## src/rtl/mapa_pkg.sv

```systemverilog
// Shared types for the minterm sweep engine: FSM states, default sizing,
// and a popcount helper used by scoreboards that count sparse beats.
package mapa_pkg;

    localparam int DEF_N_VARS   = 4;
    localparam int DEF_CHANNELS = 5;

    typedef enum logic [1:0] {
        IDLE  = 2'd0,
        SWEEP = 2'd1,
        DONE  = 2'd2
    } state_t;

    function automatic int popcount(input logic [31:0] v);
        int n;
        n = 0;
        for (int i = 0; i < 32; i++) begin
            n += int'(v[i]);
        end
        return n;
    endfunction

endpackage

```

## src/rtl/mapa_mask_bank.sv

```systemverilog
// Minterm mask storage with guarded writes, a registered lookup port and a
// combinational column read used by the sweep engine.
module mapa_mask_bank
    import mapa_pkg::*;
#(
    parameter int N_VARS   = DEF_N_VARS,
    parameter int CHANNELS = DEF_CHANNELS,
    localparam int TABLE   = 2 ** N_VARS,
    localparam int CH_W    = (CHANNELS > 1) ? $clog2(CHANNELS) : 1
) (
    input  logic                clk,
    input  logic                reset,
    input  logic                we,
    input  logic                busy,
    input  logic [CH_W-1:0]     ch,
    input  logic [TABLE-1:0]    wdata,
    output logic                err,
    input  logic [N_VARS-1:0]   lk_addr,
    output logic [CHANNELS-1:0] lk_bits,
    input  logic [N_VARS-1:0]   sw_addr,
    output logic [CHANNELS-1:0] sw_bits
);

    localparam logic [CH_W:0] CH_LIM = (CH_W + 1)'(CHANNELS);

    logic [TABLE-1:0]    masks [CHANNELS];
    logic [CHANNELS-1:0] lk_next;
    logic                ch_ok;

    assign ch_ok = ({1'b0, ch} < CH_LIM);

    // Lookup reads the stored masks, so a write lands in lk_bits one edge later.
    always_comb begin
        lk_next = '0;
        sw_bits = '0;
        for (int c = 0; c < CHANNELS; c++) begin
            lk_next[c] = masks[c][lk_addr];
            sw_bits[c] = masks[c][sw_addr];
        end
    end

    always_ff @(posedge clk) begin
        if (reset) begin
            for (int c = 0; c < CHANNELS; c++) begin
                masks[c] <= '0;
            end
            err     <= 1'b0;
            lk_bits <= '0;
        end else begin
            if (we && !busy && ch_ok) begin
                masks[ch] <= wdata;
            end
            err     <= we && (busy || !ch_ok);
            lk_bits <= lk_next;
        end
    end

endmodule

```

## src/rtl/mapa_minterm_sweep.sv

```systemverilog
// Programmable truth-table engine: registered lookup plus a dense/sparse
// sweep that streams truth-table rows over a valid/ready port.
module mapa_minterm_sweep
    import mapa_pkg::*;
#(
    parameter int N_VARS   = DEF_N_VARS,
    parameter int CHANNELS = DEF_CHANNELS,
    localparam int TABLE   = 2 ** N_VARS,
    localparam int CH_W    = (CHANNELS > 1) ? $clog2(CHANNELS) : 1
) (
    input  logic                clk,
    input  logic                reset,
    input  logic                cfg_we,
    input  logic [CH_W-1:0]     cfg_ch,
    input  logic [TABLE-1:0]    cfg_mask,
    output logic                cfg_err,
    input  logic [N_VARS-1:0]   in_vars,
    output logic [CHANNELS-1:0] eval_bits,
    input  logic                start,
    input  logic                sparse,
    output logic                busy,
    output logic                out_valid,
    input  logic                out_ready,
    output logic [N_VARS-1:0]   out_index,
    output logic [CHANNELS-1:0] out_bits,
    output logic                out_last,
    output logic                done
);

    localparam logic [N_VARS:0] LAST_IDX = (N_VARS + 1)'(TABLE - 1);

    state_t              state, state_nx;
    logic [N_VARS:0]     idx, idx_nx;
    logic                sparse_q, sparse_nx;
    logic [CHANNELS-1:0] row_bits;
    logic                row_last;
    logic                advance;

    mapa_mask_bank #(
        .N_VARS   (N_VARS),
        .CHANNELS (CHANNELS)
    ) u_bank (
        .clk     (clk),
        .reset   (reset),
        .we      (cfg_we),
        .busy    (busy),
        .ch      (cfg_ch),
        .wdata   (cfg_mask),
        .err     (cfg_err),
        .lk_addr (in_vars),
        .lk_bits (eval_bits),
        .sw_addr (idx[N_VARS-1:0]),
        .sw_bits (row_bits)
    );

    assign row_last = (idx == LAST_IDX);

    always_ff @(posedge clk) begin
        if (reset) begin
            state    <= IDLE;
            idx      <= '0;
            sparse_q <= 1'b0;
        end else begin
            state    <= state_nx;
            idx      <= idx_nx;
            sparse_q <= sparse_nx;
        end
    end

    // Stream handshake: a beat transfers on a rising edge where out_valid and
    // out_ready are both high; out_valid never depends on out_ready, and while
    // out_valid is high without out_ready the index, bits and last flag hold.
    // Sparse mode skips all-zero rows one per cycle with out_valid low.
    always_comb begin
        state_nx  = state;
        idx_nx    = idx;
        sparse_nx = sparse_q;
        busy      = 1'b0;
        out_valid = 1'b0;
        out_index = '0;
        out_bits  = '0;
        out_last  = 1'b0;
        done      = 1'b0;
        advance   = 1'b0;
        case (state)
            IDLE: begin
                if (start) begin
                    state_nx  = SWEEP;
                    idx_nx    = '0;
                    sparse_nx = sparse;
                end
            end
            SWEEP: begin
                busy      = 1'b1;
                out_index = idx[N_VARS-1:0];
                out_bits  = row_bits;
                out_last  = row_last;
                out_valid = !sparse_q || (|row_bits);
                advance   = !out_valid || out_ready;
                if (advance) begin
                    if (row_last) begin
                        state_nx = DONE;
                    end else begin
                        idx_nx = idx + 1'b1;
                    end
                end
            end
            DONE: begin
                busy     = 1'b1;
                done     = 1'b1;
                state_nx = IDLE;
            end
            default: state_nx = IDLE;
        endcase
    end

endmodule

```

## config.mk

```make
export PLATFORM = sky130hd
export DESIGN_NAME = mapa_minterm_sweep
export DESIGN_NICKNAME = d
export VERILOG_FILES = /design/src/rtl/mapa_pkg.sv /design/src/rtl/mapa_mask_bank.sv /design/src/rtl/mapa_minterm_sweep.sv
export SDC_FILE = /design/constraint.sdc
export NUM_CORES = 1
export LEC_CHECK = 0
export BUFFER_PORTS_ARGS = -buffer_cell sky130_fd_sc_hd__buf_2
export CAP_MARGIN = 20
export CORE_MARGIN = 4
export CORE_UTILIZATION = 23
export CTS_BUF_LIST = sky130_fd_sc_hd__clkbuf_4 sky130_fd_sc_hd__clkbuf_8 sky130_fd_sc_hd__clkbuf_16
export DETAILED_ROUTE_END_ITERATION = 8
export PLACE_DENSITY = 0.45
export SETUP_SLACK_MARGIN = 0.02
export SLEW_MARGIN = 0
export SYNTH_ARGS = -nofsm -noshare
export SYNTH_HDL_FRONTEND = slang
export SYNTH_SLANG_ARGS = --single-unit
export TNS_END_PERCENT = 20
```

## constraint.sdc

```tcl
create_clock -name clk -period 3 [get_ports clk]
set_input_delay 0.6 -clock clk [delete_from_list [all_inputs] [get_ports clk]]
set_output_delay 0.6 -clock clk [all_outputs]
set_load 0.05 [all_outputs]
```

==> flow_metrics.tcl, run 1 <==
set metrics [dict create \
    status "completed" \
    finalCritPeriodShare_pct 96.6 \
    cp_top_family "multiplexers" \
    htree_levels 3 \
    dieArea_sq_um 24800 \
    firstDrtPassIters 4 \
    clk_pin_slew_ps 70 \
    portBuffers 47 \
    die_w_microns 158 \
    worstPathRequired_ps 2400 \
    grt_pass1_vias 3400 \
    drc_errors 0 \
    drt_iter0_markers 183 \
    layout.cells.non_filler 710 \
    clk-insertion-delay-late_ps 350 \
    placedCellCount 690 \
    ys_ff_latch 94 \
    core_sq_um 21900 \
    crit_path_max_fanout 5 \
    grt_max_degree 25 \
    layout.nets 460 \
    avgRoutedWirePerCell_microns 19.4 \
    cts_made_buffers 9 \
    yosys_warnings 0 \
    final-max-slew-violation-count 0 \
    clockBufferDepth 2 \
    comb_power_share_pct 11.8 \
    finalSetupViolCount 0 \
    wl_mm 13.8 \
    syn_avg_cell_area_sq_um 13.9 \
    syn_area_sq_um 5140 \
    detail-route-antenna-nets 0 \
    peakVddDrop_mv 0.259 \
    power_density_nw_per_um2 484 \
    fin_tns_setup_ps 0 \
    post_route_cells_drive_above_1_share_pct 32.6 \
    antenna_found_initial 1 \
    synth-main-ff-cell "edfxtp_1" \
    grt_first_pass_wirelength_mm 20.9 \
    slew_headroom_pct 48.5 \
    async_flop_share_pct 0 \
    fin_crit_ps 2900 \
    place_congestion 0.782 \
    ios 48 \
    max_cap_viol_count 0 \
    row_count 54 \
    skew_ps 8.15 \
    start_util_pct 23.5 \
    cpMaxStageDelayCell "mux4_2" \
    switching_share_pct 24.5 \
    tightest_slew_ps 770 \
    fillers 2271 \
    rsz0062_at_grt "no" \
    synthesis.nets 405 \
    crit_arrival_ps 2300 \
    crit_path_max_incr_delay_ps 540 \
    setup_ws_ps 103 \
    p_clk_share_pct 38.2 \
    cp_cell_sequence "clkbuf_16 > mux4_2 > a22oi_2 > nand3_4 > nor2_4 > a41oi_2 > buf_6" \
    min_path_type "input port to register" \
    place_ws_ps 278 \
    crit_buf_inv 2 \
    syn_inst 371 \
    synth_seq_area_share_pct 52.2 \
    pwr-share-seq_pct 50.0 \
    hold_viol_final 0 \
    synth-edff-count 80 \
    globalRoute.totalOverflow 0 \
    cts_tree "done" \
    vias 3257 \
    grt_use_total_pct 11.3 \
    p_int_mw 2.27 \
    synth_cell_types 46 \
    cts_sinks 94 \
    p_leak_nw 2.25 \
    startpoint_type "register" \
    areaGrowthSynthToFinish_pct 20.9 \
    die_y_microns 158 \
    vias_per_cell 4.59 \
    hpwl_mm 9.98 \
    crit_type "register to output port" \
    clockRootBuffer "clkbuf_16" \
    switching_power_mw 0.736 \
    max_freq_mhz 345 \
    endpoint_kind "output port" \
    n_antenna_cell 0 \
]
[path summary, 6_finish.rpt]
kind,from,end,slack (ps),cells after the start
worst max-delay path,idx[0]$_SDFFE_PP0P_,out_valid,100,7
worst min-delay path,cfg_we,u_bank.err$_SDFF_PP0_,510,3
worst max register to register,idx[0]$_SDFFE_PP0P_,idx[2]$_SDFFE_PP0P_,330,11
worst min register to register,sparse_q$_SDFFE_PP0P_,sparse_q$_SDFFE_PP0P_,520,2
[kinds of logic after synthesis]
group	share of synthesized area [%]
and+or+nand+nor	17.1
buffers and inverters	2.85
muxes	21.1
DFF	52.2
AOI/OAI and AO/OA	5.52
adders and majority gates	1.22
[stage by stage]
step / cell area [sq um] / util, % / power [mW] / hold slack [ps]
CTS: 6110 / 27.9 / 3.03 / 497
finish: 6210 / 28.4 / 3.01 / 514
global route: 6210 / 28.4 / 3.12 / 526
global placement: 5760 / 26.3 / 1.88 / 480
floorplan: 5140 / - / 1.75 / 463
detailed placement: 5760 / 26.3 / 1.88 / 500
[flip-flops by register name, indices dropped and copies added, names as in the netlist]
register        count
u_bank.err          1
u_bank.masks       80
u_bank.lk_bits      5
idx                 5
sparse_q            1
state               2
[layout make-up]
class	count	area (sq um)	share of cell area, %
Clock buffer	10	233	3.74
Timing Repair Buffer	66	494	7.95
Clock inverter	5	60.1	0.966
Multi-Input combinational cell	245	2350	37.8
Inverter	10	37.5	0.604
Tap cell	280	350	5.64
Sequential cell	94	2690	43.3
[per-layer routing]
layer | track usage (%) | vias to the layer above | share of wire, %
met5 | 0 | - | 0.094
met4 | 3.44 | 2 | 1.2
met3 | 2.64 | 13 | 4.6
met2 | 18.7 | 83 | 49
met1 | 14.8 | 1637 | 45
li1 | - | 1522 | -
[tightest hold or removal path: stages]
cell	delay (ps)
buf_2	110
nand2_1	70
a21oi_1	40
[cell usage after synthesis (5+ instances only)]
cell type / count / area [sq um]
mux4_2: 35 / 788
mux2i_1: 13 / 130
edfxtp_1: 80 / 2400
nor2_1: 17 / 63.8
nor2b_1: 5 / 31.3
nand3_1: 6 / 30.0
nor3_1: 7 / 35.0
mux4_1: 6 / 158
nand2_1: 8 / 30.0
dfxtp_1: 14 / 280
ha_1: 5 / 62.6
clkbuf_1: 15 / 56.3
and2_1: 92 / 576
inv_1: 9 / 33.8
[repair_timing]
action                                  in CTS  in global routing
gates resized for setup                      8                 13
setup buffers                                0                  2
endpoints found under the setup margin       1                  1
gates cloned                                 1                  2
hold endpoints to repair                     0                  0
pin swaps                                    2                  7
hold buffers                                 0                  0
[power groups by stage]
stage | combinational (mW) | clock [mW] | sequential [mW]
after floorplan | 0.209 | 0 | 1.55
after global placement | 0.346 | 0 | 1.53
after detailed placement | 0.350 | 0 | 1.53
after CTS | 0.353 | 1.18 | 1.51
after global routing | 0.382 | 1.23 | 1.51
final | 0.353 | 1.15 | 1.50
[cells in the final DEF (no fill, tap or decap), types with 9 or more instances in the layout]
cell type	n
clkbuf_16	11
buf_4	12
edfxtp_1	80
buf_2	46
and2_1	92
dfxtp_1	11
mux4_2	37
nor2_1	14
inv_1	9
mux2i_1	13
No activity file was read; power rests on OpenSTA's default activity.
==> inputs of run 2 (changes only) <==
--- a/config.mk
+++ b/config.mk
@@ -5,7 +5,7 @@
 export SDC_FILE = /design/constraint.sdc
 export NUM_CORES = 1
 export LEC_CHECK = 0
-export BUFFER_PORTS_ARGS = -buffer_cell sky130_fd_sc_hd__buf_2
+export BUFFER_PORTS_ARGS = -buffer_cell sky130_fd_sc_hd__buf_4
 export CAP_MARGIN = 20
 export CORE_MARGIN = 4
 export CORE_UTILIZATION = 23
==> run 2 against run 1 <==
Compared with the run above: hold slack worse by 11 ps; largest cell class unchanged; clock skew is 2.0 ps lower; clock power hardly changed; count of clock-buffer cells in the layout stayed put; setup slack worse by 1.5 ps; via count is 1.6% lower; die area stayed put; first-iteration DRC count is 20% lower; global-route usage hardly changed.
==> flow_metrics.tcl, run 2 (synthesis gave the netlist of run 1 again) <==
set metrics [dict create \
    max_freq_mhz 345 \
    clk_pin_slew_ps 70 \
    power_mw 3.01 \
    post_route_cells_drive_above_1_share_pct 30.6 \
    vias_per_cell 4.53 \
    grt_first_pass_wirelength_mm 20.9 \
    grt_max_degree 21 \
    fin_tns_setup_ps 0 \
    min_path_type "register to register" \
    detail-route-antenna-nets 0 \
    hpwl_mm 10.2 \
    placedCellCount 690 \
    slew_headroom_pct 46.4 \
    fillers 2265 \
    finalSetupViolCount 0 \
    rsz0062_at_grt "no" \
    die_w_microns 158 \
    reg.largest.list "u_bank.masks (80), idx (5), u_bank.lk_bits (5)" \
    power_density_nw_per_um2 485 \
    portBuffers 47 \
    hold_viol_final 0 \
    r2r_end "idx[2]$_SDFFE_PP0P_" \
    antenna_found_initial 0 \
    worstPathRequired_ps 2400 \
    skew_ps 6.14 \
    cts_tree "done" \
    mostFrequentLayoutCells "and2_1, edfxtp_1, buf_4" \
    finalCritPeriodShare_pct 96.6 \
    drt_iter0_markers 147 \
    grt_use_total_pct 11.3 \
    dieArea_sq_um 24800 \
    die_y_microns 158 \
    n_antenna_cell 0 \
    final-max-slew-violation-count 0 \
    max_cap_viol_count 0 \
    clockBufferDepth 2 \
    status "completed" \
    reg2reg_from "idx[0]$_SDFFE_PP0P_" \
    globalRoute.totalOverflow 0 \
    vias 3205 \
    drc_errors 0 \
    place_congestion 0.776 \
    p_leak_nw 2.24 \
    final_common_cell "and2_1" \
    fin_crit_ps 2900 \
    crit_path_max_fanout 14 \
    startpoint_type "register" \
    clockRootBuffer "clkbuf_16" \
    ios 48 \
    endpoint "out_valid" \
    layout.cells.non_filler 708 \
    htree_levels 3 \
    holdBufCountCts 0 \
    crit_arrival_ps 2300 \
    avgRoutedWirePerCell_microns 19.1 \
    clk-insertion-delay-late_ps 350 \
    core_sq_um 21900 \
    finalCoreUtilization_pct 28.4 \
    rr_worst_depth 11 \
    areaGrowthSynthToFinish_pct 20.7 \
    tightest_slew_ps 801 \
    grt_pass1_vias 3359 \
    cts_made_buffers 9 \
    max_flop_register "u_bank.masks" \
    cts_sinks 94 \
    crit_start "idx[0]$_SDFFE_PP0P_" \
    peakVddDrop_mv 0.266 \
    row_count 54 \
    wl_mm 13.5 \
    endpoint_kind "output port" \
    largest_reg_flops 80 \
    layout.nets 457 \
    r2r_slack_ps 400 \
    crit_type "register to output port" \
    firstDrtPassIters 4 \
    start_util_pct 23.5 \
]
## run 2: power breakdown
group / internal, mW / switching [mW] / leakage (nW)
clock network: 0.655 / 0.489 / 0.146
registers: 1.48 / 0.0305 / 0.941
logic: 0.154 / 0.206 / 1.15
## run 2: worst min-delay path by stage
stage / slack [ps] / startpoint / cells past startpoint / end
floorplan: 460 / sparse_q$_SDFFE_PP0P_ / 2 / sparse_q$_SDFFE_PP0P_
global placement: 480 / sparse_q$_SDFFE_PP0P_ / 2 / sparse_q$_SDFFE_PP0P_
detailed placement: 490 / sparse_q$_SDFFE_PP0P_ / 2 / sparse_q$_SDFFE_PP0P_
CTS: 500 / cfg_we / 3 / u_bank.err$_SDFF_PP0_
global route: 520 / sparse_q$_SDFFE_PP0P_ / 2 / sparse_q$_SDFFE_PP0P_
finish: 500 / sparse_q$_SDFFE_PP0P_ / 2 / sparse_q$_SDFFE_PP0P_
## run 2: through the flow
| stage | worst slack, ps | hold slack (ps) | cell area (sq um) |
|---|---|---|---|
| after floorplan | 112 | 463 | 5140 |
| after global placement | 319 | 482 | 5850 |
| after detailed placement | 329 | 492 | 5850 |
| after CTS | 26.6 | 502 | 6190 |
| after global routing | 27.9 | 521 | 6210 |
| final | 101 | 503 | 6210 |
## run 2: timing repair
action | in CTS | in global routing
gates resized for setup | 1 | 7
setup endpoints to repair | 1 | 1
cloned | 1 | 0
buffers inserted | 1 | 0
pin swaps | 1 | 0
## run 2: critical path, cell delays in order (launching register included)
cell and delay, ps:
dfxtp_2 380, buf_12 180, mux4_2 550, a22oi_2 180, nand3_2 140, nor2_2 170, a41oi_1 130, buf_4 220
## run 2: final cells by class
| class | count | area (sq um) | area share (%) |
|---|---|---|---|
| clock buffer | 10 | 233 | 3.75 |
| clock inverter | 6 | 60.1 | 0.968 |
| inverter | 10 | 37.5 | 0.605 |
| multi-input combinational | 245 | 2330 | 37.5 |
| sequential | 94 | 2690 | 43.3 |
| tap | 280 | 350 | 5.64 |
| timing repair buffer | 63 | 514 | 8.28 |
## run 2: metal layers
layer / share of wire [%] / wire length (microns) / track usage [%] / vias to the layer above
met3: 4.5 / 609 / 2.72 / 13
met2: 49 / 6590 / 18.7 / 62
met1: 45 / 6120 / 14.9 / 1608
met5: 0 / 0 / 0 / -
li1: - / - / - / 1522
met4: 1.3 / 181 / 2.95 / 0
==> inputs of run 3 (changes only) <==
--- a/config.mk
+++ b/config.mk
@@ -11,6 +11,7 @@
 export CORE_UTILIZATION = 23
 export CTS_BUF_LIST = sky130_fd_sc_hd__clkbuf_4 sky130_fd_sc_hd__clkbuf_8 sky130_fd_sc_hd__clkbuf_16
 export DETAILED_ROUTE_END_ITERATION = 8
+export MAX_ROUTING_LAYER = met4
 export PLACE_DENSITY = 0.45
 export SETUP_SLACK_MARGIN = 0.02
 export SLEW_MARGIN = 0
==> run 3 against run 2 <==
Compared with the run above: setup slack gained 1.2 ps; largest cell class unchanged; combinational power is essentially flat; maximum frequency is essentially flat; utilization is the same; clock power is essentially flat; largest power group unchanged; power is essentially flat.
==> flow_metrics.tcl, run 3 (synthesis gave the netlist of run 1 again) <==
set metrics [dict create \
    clockRootBuffer "clkbuf_16" \
    setup_ws_ps 103 \
    final-max-slew-violation-count 0 \
    core_sq_um 21900 \
    cts_made_buffers 9 \
    n_antenna_cell 0 \
    cts_sinks 94 \
    switching_power_mw 0.728 \
    peakVddDrop_mv 0.267 \
    slew_headroom_pct 45.0 \
    cts_tree "done" \
    hold_path_depth 2 \
    row_count 54 \
    p_int_mw 2.28 \
    rr_worst_depth 11 \
    globalRoute.totalOverflow 0 \
    ios 48 \
    final_common_cell "and2_1" \
    fin_tns_setup_ps 0 \
    die_y_microns 158 \
    grt_first_pass_wirelength_mm 20.8 \
    avgRoutedWirePerCell_microns 19.1 \
    max_freq_mhz 345 \
    drt_iter0_markers 174 \
    post_route_cells_drive_above_1_share_pct 30.6 \
    multi_input_area_sq_um 2330 \
    crit_path_max_fanout 13 \
    holdBufCountCts 0 \
    hold_viol_final 0 \
    switching_share_pct 24.2 \
    min-delay-start "sparse_q$_SDFFE_PP0P_" \
    crit_type "register to output port" \
    clk-insertion-delay-late_ps 340 \
    reg.largest.list "u_bank.masks (80), idx (5), u_bank.lk_bits (5)" \
    power_mw 3.01 \
    fillers 2265 \
    crit_arrival_ps 2300 \
    pwr-share-seq_pct 50.0 \
    finalSetupViolCount 0 \
    tightest_slew_ps 822 \
    firstDrtPassIters 4 \
    place_congestion 0.787 \
    finalCoreUtilization_pct 28.4 \
    worstPathRequired_ps 2400 \
    grt_pass1_vias 3366 \
    clk_pin_slew_ps 70 \
    vias 3194 \
    rsz0062_at_grt "no" \
    htree_levels 3 \
    wl_mm 13.5 \
    crit_start "idx[0]$_SDFFE_PP0P_" \
    place_ws_ps 329 \
    p_clk_share_pct 38.0 \
    die_w_microns 158 \
    layout.nets 457 \
    seq_area_sq_um 2690 \
    max_cap_viol_count 0 \
    antenna_found_initial 0 \
    p_leak_nw 2.24 \
    mostFrequentLayoutCells "and2_1, edfxtp_1, buf_4" \
    portBuffers 47 \
    detail-route-antenna-nets 0 \
    hpwl_mm 10.2 \
    status "completed" \
    dieArea_sq_um 24800 \
    finalCritPeriodShare_pct 96.6 \
    start_util_pct 23.5 \
    areaGrowthSynthToFinish_pct 20.7 \
    max_flop_register "u_bank.masks" \
    drc_errors 0 \
    reg2reg_from "idx[0]$_SDFFE_PP0P_" \
    grt_max_degree 21 \
    min_path_type "register to register" \
    grt_use_total_pct 11.6 \
    endpoint_kind "output port" \
    startpoint_type "register" \
    clockBufferDepth 2 \
    comb_power_share_pct 12.0 \
    vias_per_cell 4.51 \
    skew_ps 3.65 \
    largest_reg_flops 80 \
    power_density_nw_per_um2 485 \
    fin_crit_ps 2900 \
]
==> run 3: power groups by stage <==
stage / clock network, mW / registers, mW / logic (mW)
floorplan: 0 / 1.55 / 0.209
global placement: 0 / 1.53 / 0.361
detailed placement: 0 / 1.54 / 0.366
CTS: 1.18 / 1.51 / 0.369
global route: 1.22 / 1.51 / 0.393
finish: 1.15 / 1.51 / 0.361
==> run 3: area by class of cell <==
class	instances	area share [%]
timing repair buffer	63	8.28
clock buffer	10	3.75
clock inverter	6	0.968
multi-input combinational	245	37.5
inverter	10	0.605
tap	280	5.64
sequential	94	43.3
==> run 3: worst paths after layout <==
kind	endpoint	slack [ps]
worst min register to register	sparse_q$_SDFFE_PP0P_	510
worst max-delay path	out_valid	100
worst max register to register	idx[2]$_SDFFE_PP0P_	400
worst min-delay path	sparse_q$_SDFFE_PP0P_	510
==> run 3: per-layer routing <==
layer  share of wire (%)  track usage [%]  routed length [microns]
met3                 4.3             2.53                      577
met1                  46             14.9                     6180
met2                  49             18.7                     6610
met5                   0                -                        0
met4                 1.4             2.95                      186
==> run 3: metrics by stage <==
step | cell area, sq um | cells | hold WS [ps]
after global placement | 5850 | 690 | 482
final | 6210 | 708 | 507
after CTS | 6190 | 708 | 502
after detailed placement | 5850 | 690 | 492
after floorplan | 5140 | 371 | 463
after global routing | 6210 | 708 | 521
==> run 3: critical path, stage by stage (launching register included) <==
cell       delay [ps]
dfxtp_2           370
bufbuf_16         300
mux2i_1            90
a221o_1           350
and2_1            170
o22a_2            230
a41oi_1           210
buf_4             230
==> run 3: timing repair <==
item                       4_1_cts  5_1_grt
hold endpoints to repair         0        0
setup endpoints to repair        1        1
gates resized for setup          1        7
gates cloned                     1        0
pin swaps                        1        0
setup buffers                    1        0
